===== config.mk =====
export PLATFORM = sky130hd
export DESIGN_NAME = mult_req_sched
export DESIGN_NICKNAME = d
export VERILOG_FILES = /design/src/rtl/mult_pkg.sv /design/src/rtl/rr_arbiter.sv /design/src/rtl/mult_req_sched.sv
export SDC_FILE = /design/constraint.sdc
export NUM_CORES = 1
export LEC_CHECK = 0
export BUFFER_PORTS_ARGS = -buffer_cell sky130_fd_sc_hd__buf_2
export CORE_MARGIN = 5
export CORE_UTILIZATION = 58
export DETAILED_ROUTE_END_ITERATION = 7
export PLACE_DENSITY = 0.8
export SETUP_SLACK_MARGIN = 0.05
export SKIP_LAST_GASP = 1
export SYNTH_ARGS = -nofsm -noshare
export SYNTH_HDL_FRONTEND = slang
export SYNTH_SLANG_ARGS = --single-unit

===== constraint.sdc =====
create_clock -name clk -period 5.32 [get_ports clk]
set_clock_uncertainty 0.1 [all_clocks]
set_input_delay 0.266 -clock clk [delete_from_list [all_inputs] [get_ports clk]]
set_output_delay 0.266 -clock clk [all_outputs]
set_load 0.1 [all_outputs]

===== src/rtl/mult_pkg.sv =====
// Shared definitions for the multiplier block and its request scheduler.
package mult_pkg;

  localparam int MULT_DEPTH  = 64;
  localparam int MULT_DATA_W = 16;

  typedef enum logic [1:0] {
    IDLE,
    FILL,
    WAIT_FULL,
    DRAIN
  } sched_state_t;

endpackage


===== src/rtl/rr_arbiter.sv =====
// Combinational round-robin arbiter: first requester at or above rr_ptr wins, wrapping to 0.
module rr_arbiter #(
  parameter int NUM_REQ = 2,
  parameter int ID_W    = 3
) (
  input  logic [NUM_REQ-1:0] req,
  input  logic [ID_W-1:0]    rr_ptr,
  input  logic               en,
  output logic [NUM_REQ-1:0] grant,
  output logic [ID_W-1:0]    grant_id
);

  localparam int unsigned N = NUM_REQ;

  always_comb begin
    int unsigned idx;
    logic        hit;
    grant    = '0;
    grant_id = '0;
    hit      = 1'b0;
    idx      = 0;
    for (int unsigned k = 0; k < N; k++) begin
      idx = 32'(rr_ptr) + k;
      if (idx >= N) idx = idx - N;
      if (!hit && req[idx]) begin
        hit        = 1'b1;
        grant_id   = ID_W'(idx);
        grant[idx] = en;
      end
    end
  end

endmodule


===== src/rtl/mult_req_sched.sv =====
// Shares one 16x16 multiplier / product-memory block among NUM_REQ operand requesters,
// remembering which requester owns each slot so drained products can be tagged.
module mult_req_sched
  import mult_pkg::*;
#(
  parameter int NUM_REQ = 2,
  parameter int ID_W    = 3,
  parameter int DEPTH   = MULT_DEPTH,
  parameter int DATA_W  = MULT_DATA_W
) (
  input  logic                      clk,
  input  logic                      rst,
  input  logic [NUM_REQ-1:0]        req_valid,
  output logic [NUM_REQ-1:0]        req_ready,
  input  logic [NUM_REQ*DATA_W-1:0] req_op0,
  input  logic [NUM_REQ*DATA_W-1:0] req_op1,
  output logic                      EN_mult,
  output logic [DATA_W-1:0]         mult_input0,
  output logic [DATA_W-1:0]         mult_input1,
  input  logic                      RDY_mult,
  output logic                      EN_blockRead,
  input  logic                      VALID_memVal,
  input  logic [DATA_W-1:0]         memVal_data,
  output logic                      rsp_valid,
  output logic [ID_W-1:0]           rsp_id,
  output logic [DATA_W-1:0]         rsp_data,
  output logic                      busy
);

  localparam int               AW    = $clog2(DEPTH);
  localparam int               CNT_W = AW + 1;
  localparam logic [CNT_W-1:0] FULL  = CNT_W'(DEPTH);
  localparam logic [ID_W-1:0]  LAST  = ID_W'(NUM_REQ - 1);

  sched_state_t         state;
  logic [CNT_W-1:0]     issue_cnt;
  logic [CNT_W-1:0]     drain_cnt;
  logic [ID_W-1:0]      rr_ptr;
  logic [ID_W-1:0]      grant_id;
  logic [NUM_REQ-1:0]   grant;
  logic                 accept;
  logic                 xfer;
  logic [ID_W-1:0]      tag [DEPTH];

  assign accept = RDY_mult && (issue_cnt < FULL) && (state == IDLE || state == FILL);

  rr_arbiter #(
    .NUM_REQ(NUM_REQ),
    .ID_W   (ID_W)
  ) u_arb (
    .req     (req_valid),
    .rr_ptr  (rr_ptr),
    .en      (accept),
    .grant   (grant),
    .grant_id(grant_id)
  );

  // grant bits are only ever set on a valid requester, so any grant is a transfer
  assign req_ready    = grant;
  assign xfer         = |grant;
  assign EN_blockRead = (state == WAIT_FULL) && !RDY_mult;
  assign busy         = (state != IDLE);

  always_ff @(posedge clk or posedge rst) begin
    if (rst) begin
      state       <= IDLE;
      issue_cnt   <= '0;
      drain_cnt   <= '0;
      rr_ptr      <= '0;
      EN_mult     <= 1'b0;
      mult_input0 <= '0;
      mult_input1 <= '0;
      rsp_valid   <= 1'b0;
      rsp_id      <= '0;
      rsp_data    <= '0;
    end else begin
      EN_mult   <= xfer;
      rsp_valid <= 1'b0;
      if (xfer) begin
        mult_input0 <= req_op0[grant_id*DATA_W +: DATA_W];
        mult_input1 <= req_op1[grant_id*DATA_W +: DATA_W];
        issue_cnt   <= issue_cnt + 1'b1;
        rr_ptr      <= (grant_id == LAST) ? '0 : grant_id + 1'b1;
      end
      case (state)
        IDLE:      if (|req_valid) state <= FILL;
        FILL:      if (issue_cnt == FULL) state <= WAIT_FULL;
        WAIT_FULL: if (!RDY_mult) state <= DRAIN;
        DRAIN: begin
          if (drain_cnt == FULL) begin
            state     <= IDLE;
            issue_cnt <= '0;
            drain_cnt <= '0;
          end else if (VALID_memVal) begin
            rsp_valid <= 1'b1;
            rsp_data  <= memVal_data;
            rsp_id    <= tag[drain_cnt[AW-1:0]];
            drain_cnt <= drain_cnt + 1'b1;
          end
        end
        default: state <= IDLE;
      endcase
    end
  end

  always_ff @(posedge clk) begin
    if (xfer) tag[issue_cnt[AW-1:0]] <= grant_id;
  end

endmodule


### Word-level counts from Yosys, hierarchy flattened

Memory sizes are Yosys's and may differ from the RTL's. A register that Yosys moved wholly into a read port is not among the register bits.
Index checks and enable logic that the tools add are counted.

| cells by class | value |
|---|---|
| reductions and logical operators | 17 |
| eq/ne operators | 10 |
| bitwise operators | 2 |
| order comparisons | 7 |
| shifts and indexed selects | 2 |
| mux-type cells | 32 |
| $mul | 0 |
| divide/modulo/power cells | 0 |
| $add $sub $neg | 6 |

Operator list:

| operator | count |
|---|---|
| 32-bit by 1-bit >= comparator with 1-bit output (second input constant) | 2 |
| 32-bit by 2-bit less-than comparator with 1-bit output (second input constant) | 2 |
| 32-bit 2-to-1 mux | 2 |
| 32-bit by 8-bit variable part select with 16-bit output | 2 |
| 7-bit 2-to-1 mux | 5 |
| 32-bit by 2-bit >= comparator with 1-bit output (second input constant) | 1 |
| 32-bit by 2-bit subtractor with 32-bit output (second input constant) | 1 |
| 7-bit by 1-bit adder with 7-bit output (second input constant) | 2 |
| 7-bit equality test (second input constant) | 2 |
| 1-bit 2-to-1 mux | 12 |
| 2-bit 2-to-1 mux | 6 |
| 3-bit 2-to-1 mux | 3 |
| 2-bit one-hot mux with 4 select lines | 1 |
| 7-bit less-than comparator (second input constant) | 1 |
| 1-bit logical AND | 6 |
| 3-bit by 1-bit adder with 4-bit output (second input constant) | 1 |
| 2-bit equality test (second input constant) | 2 |
| 2-bit by 1-bit != test with 1-bit output (second input constant) | 2 |
| 2-bit != test (second input constant) | 2 |
| 4-bit AND reduction | 1 |
| 2-bit nonzero test | 2 |
| 2-bit OR reduction | 2 |
| 3-bit by 2-bit subtractor with 4-bit output (second input constant) | 1 |
| 3-bit by 1-bit adder with 3-bit output (second input constant) | 1 |
| 12 further kinds | 14 |

| word-level totals | value |
|---|---|
| bits in read-only memories | 0 |
| bits in writable memories | 192 |
| logic and storage cells | 86 |
| memories | 1 |
| input bits | 86 |
| bits in registers | 69 |
| latch bits | 0 |

Memories:

| name | depth | bits a word | rd ports | clocked after Yosys merged registers in | write ports | line | text |
|---|---|---|---|---|---|---|---|
| tag | 64 | 3 | 1 | 1 | 1 | mult_req_sched.sv:43 | `logic [ID_W-1:0] tag [DEPTH];` |

### Depth between registers and ports, before layout

Gate-level depths: netlist of run 1.

| depth | value |
|---|---|
| depth after elaboration | 14 |
| mapped depth | 13 |

### Hierarchy

Synthesis of run 1 repeated with hierarchy kept, for this count alone.

| second synthesis, totals | value |
|---|---|
| cell total of the unflattened synthesis | 804 |
| area total of the unflattened synthesis | 11476.0 um2 |

Modules (own cells, without submodules):

| module | cells an instance | area each (um2) | times used | seq. area each (um2) |
|---|---|---|---|---|
| mult_req_sched | 772 | 11265.8 | 1 | 7567.3 |
| rr_arbiter | 32 | 210.2 | 1 | 0.0 |

### Worst setup path after synthesis of run 1

No wires, ideal clock.

| path | value |
|---|---|
| path kind | register to register |
| start point | register rr_ptr[1] |
| end point | memory tag[0][2] (data pin) |
| clock period less this slack | 3.998 ns |
| cell stages (with the launch flop) | 9 |
| arrival time | 3.349 ns |
| buffers on the path | 1 |
| required time | 4.671 ns |
| setup slack | 1.322 ns |
| path through | dfrtp_1 > buf_6 > inv_1 > ha_1 > ha_1 > o2bb2ai_1 > a32o_1 > nor2_1 > a21oi_1 |

| on the way | value |
|---|---|
| cells in the longest elaborated chain, start to end | 8 |
| elaborated cells on any way between the ends | 16 |
| those cells by class | 3 x add/sub; 2 x order compare; 9 x mux; 2 x reduce/logical |

RTL lines:

| element | line | text |
|---|---|---|
| from (decl) | mult_req_sched.sv:38 | `logic [ID_W-1:0] rr_ptr;` |
| from (signal assigned) | mult_req_sched.sv:83 | `rr_ptr <= (grant_id == LAST) ? '0 : grant_id + 1'b1;` |
| branches (longest 7 deep; another with 32-bit by 2-bit >= comparator with 1-bit output) | -- |  |
| 3-bit 2-to-1 mux (*) | rr_arbiter.sv:25 | `if (!hit && req[idx]) begin` |
| via grant_id[2] | mult_req_sched.sv:39 | `logic [ID_W-1:0] grant_id;` |
| to (decl) | mult_req_sched.sv:43 |  |

Mark *: on every way through the listed nets, which the timed path passes. The select of a mux whose other input is x is not followed.

### Worst setup path in the final report of run 1

| path | value |
|---|---|
| start point | register rr_ptr[0] |
| end point | output port req_ready[1] |

| on the way | value |
|---|---|
| cells in the longest elaborated chain, start to end | 10 |
| elaborated cells on any way between the ends | 28 |
| those cells by class | 3 x add/sub; 6 x order compare; 14 x mux; 1 x bitwise; 4 x reduce/logical |

RTL lines:

| element | line | text |
|---|---|---|
| branches (longest 9 deep; another with 32-bit by 2-bit subtractor with 32-bit output) | -- |  |
| 2-bit 2-to-1 mux (*) | rr_arbiter.sv:25 |  |
| to (decl) | mult_req_sched.sv:14 | `output logic [NUM_REQ-1:0] req_ready,` |

Every way passes the cells marked *. The select of a mux whose other input is x is not followed.

==> summary.md, run 1 <==
| Metric | Value |
|---|---|
| FILL cells | 1,277 |
| Sw Ratio | 22.9% |
| Fin crit period | 4.06 ns |
| Vias in the first global route | 7,583 |
| Max-slew violation count | 0 |
| Slowest CP cell | dfrtp_1 |
| Antenna diodes | 0 |
| Core area | 19,600 um^2 |
| Seq/Total Area, Yosys | 65.2% |
| Final net count | 1,049 |
| Final-report setup violation count | 0 |
| PostCTS Resize Cnt | 0 |
| Async set-reset flop share out of synthesis | 27.3% |
| Final hold vios | 0 |
| Sw power | 0.982 mW |
| Worst Setup Slack, final | 1.26 ns |
| Gpl congestion | 0.824 |
| Row count | 51 |
| CTS tree | built |
| Sink Count | 264 |
| Max Fclk | 0.247 GHz |
| Internal | 3.31 mW |
| Tot GR Track Use | 23.8% |
| Final worst-path cycle share | 76.3% |
| Hold/Removal Path Class | input pin to flip-flop |
| DRC violations left | 0 |
| Post-route ant nets | 0 |
| Cts bufs inserted | 26 |
| IO buf count | 142 |
| Syn Area/Cell | 14.9 um^2 |
| Setup crit start kind | flip-flop |
| Worst skew pair latency | 0.53 ns |
| Post-Syn Area | 11,600 um^2 |
| Crit Path Category | flip-flop to primary output |
| CTS Buffer Depth | 3 |
| Die Span Y | 151 um |
| Yosys Warn Count | 0 |
| Net count after synthesis | 878 |
| Via count | 7,453 |
| Layout cells sized above 1 | 32.5% |
| Slew headroom | 26.3% |
| Register bit total from synthesis | 264 |
| Main flop type after synthesis | edfxtp_1 |
| Post-CTS Setup Inserts | 0 |
| Drt initial violations | 630 |
| Crit path capture type | primary output |
| Family with the most delay on the worst path | adder cells |
| Reg clk slew, reported paths | 0.07 ns |
| Multi-input logic area | 3740 um^2 |
| Worst-margin pin slew | 1.10 ns |
| Reg power frac | 52.5% |
| Cell repeated most along the worst path | ha_1 |
| Vias per cell | 6.03 |
| Initial core utilization | 59.2% |
| Largest net degree at the start of global routing | 73 |
| Combinational power share | 7.4% |
| FF+latch area | 7570 um^2 |
| Total of max-cap violations | 0 |
| Area of the die | 22,900 um^2 |
| Stages on worst setup path | 9 |
| DRT Wirelength | 27,100 um |
| Clock power share | 40.1% |
| Worst R2R Path Depth | 9 |
| Initial antenna violation count | 0 |
| Distinct cells, synth | 52 |
| VDD IR max | 0.257 mV |
| Max incr delay on CP | 0.68 ns |
| Total global routing overflow | 0 |
| Setup_tns | 0 ns |
| H-tree depth | 1 |
| RSZ-0062 raised after global routing | no |
| CP Max Fanout | 16 |
| Final HPWL from detailed placement | 16,500 um |
| Crit path buffers/inverters | 1 |
| WP data arrival | 3.69 ns |
| Dpl ws | 1.48 ns |
| R2R setup slack | 1.41 ns |
| Req. time, crit path | 4.95 ns |
| Post-synth EDFFs | 192 |
| P per Cell Area | 313 nW/um^2 |
| Die width | 151 um |
| Drt pass-1 iters | 4 |
| Synthesis-to-finish area growth | 17.9% |
| WL/cell | 21.9 um |
| Crit-path cells | ha_1, xnor2_1, ha_1, ha_1, a2111oi_0, nor3_1, or3_1, a21oi_1, buf_2 |
| Hold depth | 3 |
| Clk root buf | clkbuf_16 |
| Post-Synthesis Cells | 780 |
| Static Leakage | 5.29 nW |
| Outcome | finished clean |
| Ports | 143 |
| First-pass GRT wire length | 41,800 um |
layout make-up:
| class | instances | share of cell area (%) |
|---|---|---|
| Clock inverter | 13 | 0.732 |
| Inverter | 15 | 0.421 |
| Timing Repair Buffer | 192 | 8.64 |
| Tap cell | 265 | 2.42 |
| Sequential cell | 264 | 55.3 |
| Multi-Input combinational cell | 452 | 27.4 |
| Clock buffer | 35 | 5.08 |
Yosys cell counts (4+ instances only):
cell / n / area (um^2)
a21oi_1: 15 / 75.1
a22oi_1: 8 / 60.1
and2_1: 5 / 31.3
buf_1: 10 / 37.5
buf_2: 6 / 30.0
buf_6: 7 / 78.8
clkbuf_1: 25 / 93.8
dfrtp_1: 72 / 1800
edfxtp_1: 192 / 5770
ha_1: 12 / 150
inv_1: 12 / 45.0
mux2_2: 66 / 743
mux2i_1: 12 / 120
mux4_2: 48 / 1080
nand2_1: 95 / 357
nand2b_1: 7 / 43.8
nand3_1: 16 / 80.1
nand3b_1: 4 / 30.0
nand4_1: 4 / 25.0
nor2_1: 26 / 97.6
nor2b_1: 7 / 43.8
nor3_1: 58 / 290
nor4_1: 4 / 25.0
o21ai_0: 13 / 65.1
o31ai_1: 5 / 37.5
or3_1: 7 / 43.8
xnor2_1: 4 / 35.0
per-layer routing:
metal,global-route usage (%),part of all wire (%)
met5,0,0
met4,6.03,2.4
met3,4.70,8.5
met2,40.4,51
met1,31.9,38
logic make-up (layout without fill, tap and decap cells):
group           count (synthesis)  count (layout)  share of synthesized area (%)
compound gates                 65              65                           3.72
flops                         264             264                           65.2
buf+inv                        64             255                           2.63
xor+xnor                        5               5                          0.377
mux                           126             126                           16.8
fa+ha+maj                      12              12                           1.29
simple gates                  244             244                           10.0
power groups by stage:
stage                     Combinational [mW]  Clock, mW  Sequential (mW)
after global placement                 0.290          0             2.29
after detailed placement               0.292          0             2.29
after global routing                   0.338       1.82             2.25
after CTS                              0.317       1.73             2.25
final                                  0.317       1.72             2.25
after floorplan                       0.0936          0             2.40
registers in the layout, indices dropped and copies added (netlist names):
signal       flops
rsp_id           3
issue_cnt        7
rsp_valid        1
rsp_data        16
mult_input0     16
EN_mult          1
tag            192
drain_cnt        7
mult_input1     16
state            2
rr_ptr           3
worst min-delay path, stage by stage:
cell and delay (ns):
buf_2 0.08, mux2_2 0.12, mux2_2 0.13
stage by stage:
| step | area (um^2) | hold WS [ns] | cells | util [%] | power, mW |
|---|---|---|---|---|---|
| after CTS | 13700 | 0.000209 | 1236 | 69.8 | 4.30 |
| final | 13700 | 0.00441 | 1236 | 69.8 | 4.29 |
| after global placement | 12500 | 0.351 | 1150 | 63.8 | 2.58 |
| after detailed placement | 12500 | 0.357 | 1150 | 63.8 | 2.58 |
| after global routing | 13700 | 0.00386 | 1236 | 69.8 | 4.41 |
| after floorplan | 11600 | 0.271 | 780 | - | 2.50 |
timing repair:
item                                   in CTS  in global routing
setup endpoints to repair                   0                  0
hold buffers                               38                  0
endpoints found under the hold margin     101                  0
cells in the final DEF (no fill, tap or decap), types with 13 or more instances in the layout:
cell,count
edfxtp_1,192
buf_2,142
nand2_1,95
dfrtp_1,70
mux2_2,66
nor3_1,58
mux4_2,48
dlygate4sd3_1,38
nor2_1,26
clkbuf_16,26
nand3_1,16
a21oi_1,14
o21ai_0,13
path summary, 6_finish.rpt:
check / startpoint / endpoint
max: rr_ptr[0] / req_ready[1]
min: req_op0[0] / mult_input0[0]
max reg2reg: rr_ptr[0] / tag[41][1]
min reg2reg: rsp_data[5] / rsp_data[5]
max in group asynchronous: rst / drain_cnt[0]
min in group asynchronous: rst / rsp_data[3]
Power figures use the tool's default switching activity.
==> run 2: changes to the inputs <==
Settings changed: ABC_AREA set to 1.
Clock period 5.32 ns to 3.9 ns, I/O delays scaled along.
==> run 2 against run 1 <==
Compared with the run above: cell count rose by 33%; design area grew 3.6%; sequential power up 46%; power up 100%; clock power increased by 46%; largest power group unchanged; highest routed layer unchanged.
==> summary.md, run 2 <==
| Metric | Value |
|---|---|
| Outcome | finished clean |
| Vias per cell | 5.91 |
| Post-synthesis mux area share | 0% |
| Multi-input logic area | 3610 um^2 |
| Drt initial violations | 1,113 |
| Fraction of the mapped netlist area in simple logic gates | 20.3% |
| Final-report setup violation count | 0 |
| Post-synth EDFFs | 192 |
| Total global routing overflow | 0 |
| Post-Synthesis Cells | 1,164 |
| RSZ-0062 raised after global routing | no |
| Reg clk slew, reported paths | 0.06 ns |
| Slew headroom | 31.9% |
| Crit path capture type | flip-flop |
| Worst skew pair latency | 0.53 ns |
| Top-count cell post-synth | nand2_1 |
| Async set-reset flop share out of synthesis | 27.3% |
| Final net count | 1,464 |
| Family with the most delay on the worst path | simple AND/OR/NAND/NOR gates |
| Distinct cells, synth | 33 |
| Largest family of logic cells by synthesized area | simple AND/OR/NAND/NOR gates |
| Commonest non-fill, non-tap cell in the layout | nand2_1 |
| Via count | 9,752 |
| Synth Area in XOR/XNOR | 0.151% |
| Post-CTS Setup Inserts | 0 |
| Drt pass-1 iters | 6 |
| Area of the die | 22,900 um^2 |
| Net count after synthesis | 1,262 |
| DRC violations left | 0 |
| Top cell type's share of synthesized area | 49.8% |
| Yosys Warn Count | 0 |
| Worst Setup Slack, final | 0.492 ns |
| Synth Area in Compound Gates | 9.07% |
| Vias in the first global route | 9,676 |
| Clk root buf | clkbuf_16 |
| Hold/Removal Path Class | input pin to flip-flop |
| Post-route ant nets | 0 |
| Largest net degree at the start of global routing | 99 |
| Largest cells by area after synthesis | edfxtp_1 (50%), dfrtp_1 (16%), nand2_1 (9.1%), nor2_1 (7.1%), o21ai_0 (4.8%) |
| Worst-margin pin slew | 1.02 ns |
| CTS tree | built |
| WP data arrival | 3.78 ns |
| Max incr delay on CP | 0.45 ns |
| Final HPWL from detailed placement | 18,200 um |
| H-tree depth | 1 |
| Gpl congestion | 0.865 |
| CP Max Fanout | 33 |
| Req. time, crit path | 4.27 ns |
| Core area | 19,600 um^2 |
| Most frequent cells in the layout | nand2_1 (281), nor2_1 (217), edfxtp_1 (192), buf_2 (142), o21ai_0 (111) |
| Final hold vios | 0 |
| VDD IR max | 0.380 mV |
| Main flop type after synthesis | edfxtp_1 |
| Initial antenna violation count | 1 |
| FF+latch area | 7570 um^2 |
| Synthesis-to-finish area growth | 22.4% |
| Crit path buffers/inverters | 4 |
| Row count | 51 |
| Static Leakage | 6.01 nW |
| Layout cells sized above 1 | 15.1% |
| IO buf count | 142 |
| Area leader, netlist | edfxtp_1 |
| Max-slew violation count | 0 |
| P per Cell Area | 620 nW/um^2 |
| WL/cell | 19.9 um |
| Crit-path cells | inv_1, ha_1, ha_1, ha_1, inv_1, nor2_1, nand2_1, nand2_1, nand3_1, nor2_1, nor2_2, nand2_2, buf_4, inv_2, nand2_1, nand2_1 |
| Most instantiated cells after synthesis | nand2_1 (281), nor2_1 (219), edfxtp_1 (192), o21ai_0 (111), dfrtp_1 (72) |
| Total of max-cap violations | 0 |
| First-pass GRT wire length | 51,200 um |
| Tot GR Track Use | 28.8% |
| Fin crit period | 3.41 ns |
| Syn Area/Cell | 9.95 um^2 |
| PostCTS Resize Cnt | 0 |
| DRT Wirelength | 32,900 um |
| Post-Syn Area | 11,600 um^2 |
| Post-synthesis adder-cell area fraction | 1.30% |
| Register bit total from synthesis | 264 |
| Die width | 151 um |
| CTS Buffer Depth | 3 |
| Setup_tns | 0 ns |
| Ports | 143 |
| Max Fclk | 0.293 GHz |
| Dpl ws | 0.584 ns |
| Cell repeated most along the worst path | nand2_1 |
| Die Span Y | 151 um |
| Final worst-path cycle share | 87.4% |
| FILL cells | 1,230 |
| Initial core utilization | 59.1% |
| Seq/Total Area, Yosys | 65.3% |
| Setup crit start kind | flip-flop |
| Crit Path Category | flip-flop to flip-flop |
| Max FFs per register | 192 |
| Post-layout util | 72.4% |
| Slowest CP cell | inv_2 |
| Cts bufs inserted | 26 |
| Sink Count | 264 |
==> run 2: tightest hold or removal path: cells and delay by family <==
family	cells	cell delay (ns)
AO/OA/AOI/OAI	2	0.33
buffers and inverters	1	0.09
==> run 2: per-layer routing <==
layer	share of wire [%]	vias up	track usage [%]
met2	50	685	48.5
li1	-	4365	-
met3	9.5	106	4.91
met4	3.6	0	9.75
met1	37	4596	38.1
met5	0	-	0
==> run 2: final cells by class <==
cell class,count,area share (%)
multi-input cells,791,25.5
clock buffers,35,5.34
well taps,265,2.34
diodes,1,0.0177
repair buffers,237,11.5
inverters,46,1.22
clock inverters,11,0.715
flip-flops and latches,264,53.4
==> run 2: final timing paths <==
kind	startpoint	to	slack [ns]	depth (start not counted)
worst min-delay path	req_valid[0]	state[1]	0.02	3
min in group asynchronous	rst	rsp_data[3]	0.34	3
worst max register to register	rr_ptr[1]	mult_input1[9]	0.49	16
max in group asynchronous	rst	rr_ptr[2]	2.37	4
worst min register to register	mult_input0[4]	mult_input0[4]	0.39	2
worst max-delay path	rr_ptr[1]	mult_input1[9]	0.49	16
==> run 2: logic make-up after synthesis <==
kind of cell / Yosys count
buffers and inverters: 109
DFF: 264
and+or+nand+nor: 590
AOI/OAI and AO/OA: 187
xor gates and xnor gates: 2
adders and majority gates: 12
==> run 2: timing repair <==
item | in CTS | in global routing
hold buffers | 81 | 0
endpoints found under the setup margin | 0 | 0
endpoints found under the hold margin | 90 | 0
==> run 2: report_power, final <==
part	leakage [nW]	switching, mW	internal [mW]
registers	2.72	0.132	3.16
logic	2.87	2.25	0.738
clock network	0.421	1.02	1.49
total	6.01	3.40	5.38
==> run 2: per-stage QoR <==
step | total power [mW] | cells | hold slack (ns) | cell area [um^2]
2_1_floorplan | 5.47 | 1164 | 0.205 | 11600
3_3_place_gp | 6.10 | 1522 | 0.288 | 12500
3_5_place_dp | 6.16 | 1522 | 0.292 | 12500
4_1_cts | 8.70 | 1649 | 0.0273 | 14200
5_1_grt | 9.15 | 1650 | 0.103 | 14200
6_report | 8.78 | 1650 | 0.0221 | 14200
==> run 3: changes to the inputs <==
Settings changed: CORE_MARGIN 5 to not set.
==> run 3 against run 2 <==
Compared with the run above: design area up 0.20%; die area down 10%; global-route usage up 2.8 points; via count up 0.62%; sequential share of layout area down 0.11 points; clock power up 2%.
==> summary.md, run 3 (synthesized netlist as in run 2, its figures left out) <==
| Metric | Value |
|---|---|
| DRC violations left | 0 |
| Reg-to-reg endpoint | mult_input0[4] |
| Row count | 51 |
| Die Span Y | 143 um |
| Final worst-path cycle share | 90.7% |
| Crit path capture type | flip-flop |
| Worst-margin pin slew | 1.38 ns |
| Synthesis-to-finish area growth | 22.6% |
| Dpl ws | 0.407 ns |
| Final HPWL from detailed placement | 17,000 um |
| Outcome | finished clean |
| Max-slew violation count | 0 |
| Cts bufs inserted | 27 |
| RSZ-0062 raised after global routing | no |
| Crit-path cells | inv_1, ha_1, ha_1, ha_1, inv_1, nor2_1, nand2_1, nand2_1, nand3_1, nor2_1, nor2_2, nand2_2, buf_6, inv_2, nand2_1, nand2_1 |
| Sw power | 3.47 mW |
| Post-layout util | 72.7% |
| Commonest non-fill, non-tap cell in the layout | nand2_1 |
| Antenna diodes | 0 |
| Final cell count without fillers | 1,653 |
| Final net count | 1,465 |
| Setup crit start kind | flip-flop |
| Total of max-cap violations | 0 |
| FF+latch area | 7570 um^2 |
| Crit path buffers/inverters | 4 |
| Reg clk slew, reported paths | 0.06 ns |
| Family with the most delay on the worst path | simple AND/OR/NAND/NOR gates |
| Tot GR Track Use | 31.6% |
| WHS Endpoint | state[1] |
| Reg power frac | 36.7% |
| Design Power | 8.84 mW |
| Drt pass-1 iters | 8 |
| Design area | 14,200 um^2 |
| Setup_tns | 0 ns |
| Combinational power share | 34.4% |
| CTS tree | built |
| Hold depth | 4 |
| WL/cell | 19.5 um |
| VDD IR max | 0.472 mV |
| Clock power share | 28.9% |
| Cell repeated most along the worst path | nand2_1 |
| Drt initial violations | 1,010 |
| Multi-input logic area | 3610 um^2 |
| P per Cell Area | 622 nW/um^2 |
| Placement Cell Area | 12,500 um^2 |
| DRT Wirelength | 32,200 um |
| Vias per cell | 5.94 |
| FILL cells | 1,283 |
| Ports | 143 |
| Min Hold Slack | 0.0233 ns |
| CP Max Fanout | 37 |
| Worst Setup Slack, final | 0.361 ns |
| Area of the die | 20,500 um^2 |
| Max incr delay on CP | 0.45 ns |
| CTS Buffer Depth | 3 |
| WP data arrival | 3.91 ns |
| HP Start | req_valid[0] |
| # placed instances | 1,521 |
| First-pass GRT wire length | 49,400 um |
| Core area | 19,500 um^2 |
| Initial core utilization | 59.3% |
| Post-route ant nets | 0 |
| Sw Ratio | 39.2% |
| Hold/Removal Path Class | input pin to flip-flop |
| Vias in the first global route | 9,668 |
| Most frequent cells in the layout | nand2_1 (281), nor2_1 (217), edfxtp_1 (192), buf_2 (142), o21ai_0 (111) |
| Gpl congestion | 0.848 |
| Final-report setup violation count | 0 |
| Origin of the critical flop-to-flop path | rr_ptr[1] |
| Critical Path Source | rr_ptr[1] |
| Initial antenna violation count | 0 |
| Via count | 9,812 |
| Fin crit period | 3.54 ns |
| Clk root buf | clkbuf_16 |
| Sink Count | 264 |
| Final hold vios | 0 |
| H-tree depth | 1 |
| Req. time, crit path | 4.27 ns |
| Slew headroom | 7.82% |
| Internal | 5.37 mW |
| Layout cells sized above 1 | 15.6% |
| Worst skew pair latency | 0.54 ns |
| R2R setup slack | 0.36 ns |
| Total global routing overflow | 0 |
| Max FFs per register | 192 |
| Die width | 143 um |
| Max Fclk | 0.283 GHz |
| Slowest CP cell | dfrtp_1 |
| IO buf count | 142 |
| Worst R2R Path Depth | 16 |
| Largest net degree at the start of global routing | 99 |
| Crit Path Category | flip-flop to flip-flop |
| Static Leakage | 6.02 nW |
-- run 3: metal layers --
| layer | global-route usage (%) | share of wire (%) | up-vias |
|---|---|---|---|
| li1 | - | - | 4379 |
| met1 | 39.6 | 37 | 4637 |
| met2 | 54.3 | 50 | 662 |
| met3 | 4.37 | 8.8 | 134 |
| met4 | 15.3 | 4.2 | 0 |
| met5 | 0 | 0 | - |
-- run 3: worst max path at each step --
stage | endpoint | cells past startpoint
finish | mult_input0[4] | 16
global route | mult_input0[10] | 16
CTS | issue_cnt[1] | 16
detailed placement | issue_cnt[1] | 16
global placement | issue_cnt[1] | 16
floorplan | mult_input0[12] | 12
-- run 3: power by group through the flow --
stage               registers [mW]  logic, mW  clock network, mW
CTS                           3.23       2.96               2.54
detailed placement            3.29       2.88                  0
global placement              3.28       2.83                  0
floorplan                     4.00       1.46                  0
finish                        3.24       3.04               2.56
global route                  3.26       3.25               2.65
-- run 3: tightest hold or removal path: stages --
cell and delay (ns):
buf_2 0.10, o311ai_1 0.17, nor2_1 0.11, a21oi_1 0.04
-- run 3: cell type report --
type                    instances  area share [%]
repair buffers                237            11.5
flip-flops and latches        264            53.3
clock inverters                16            1.07
inverters                      46            1.22
well taps                     265            2.33
clock buffers                  34            5.15
multi-input cells             791            25.4
-- run 3: timing repair --
action	4_1_cts	5_1_grt
gates resized for setup	0	1
endpoints found under the hold margin	81	0
hold buffers	82	0
setup endpoints to repair	0	11
setup buffers	0	0
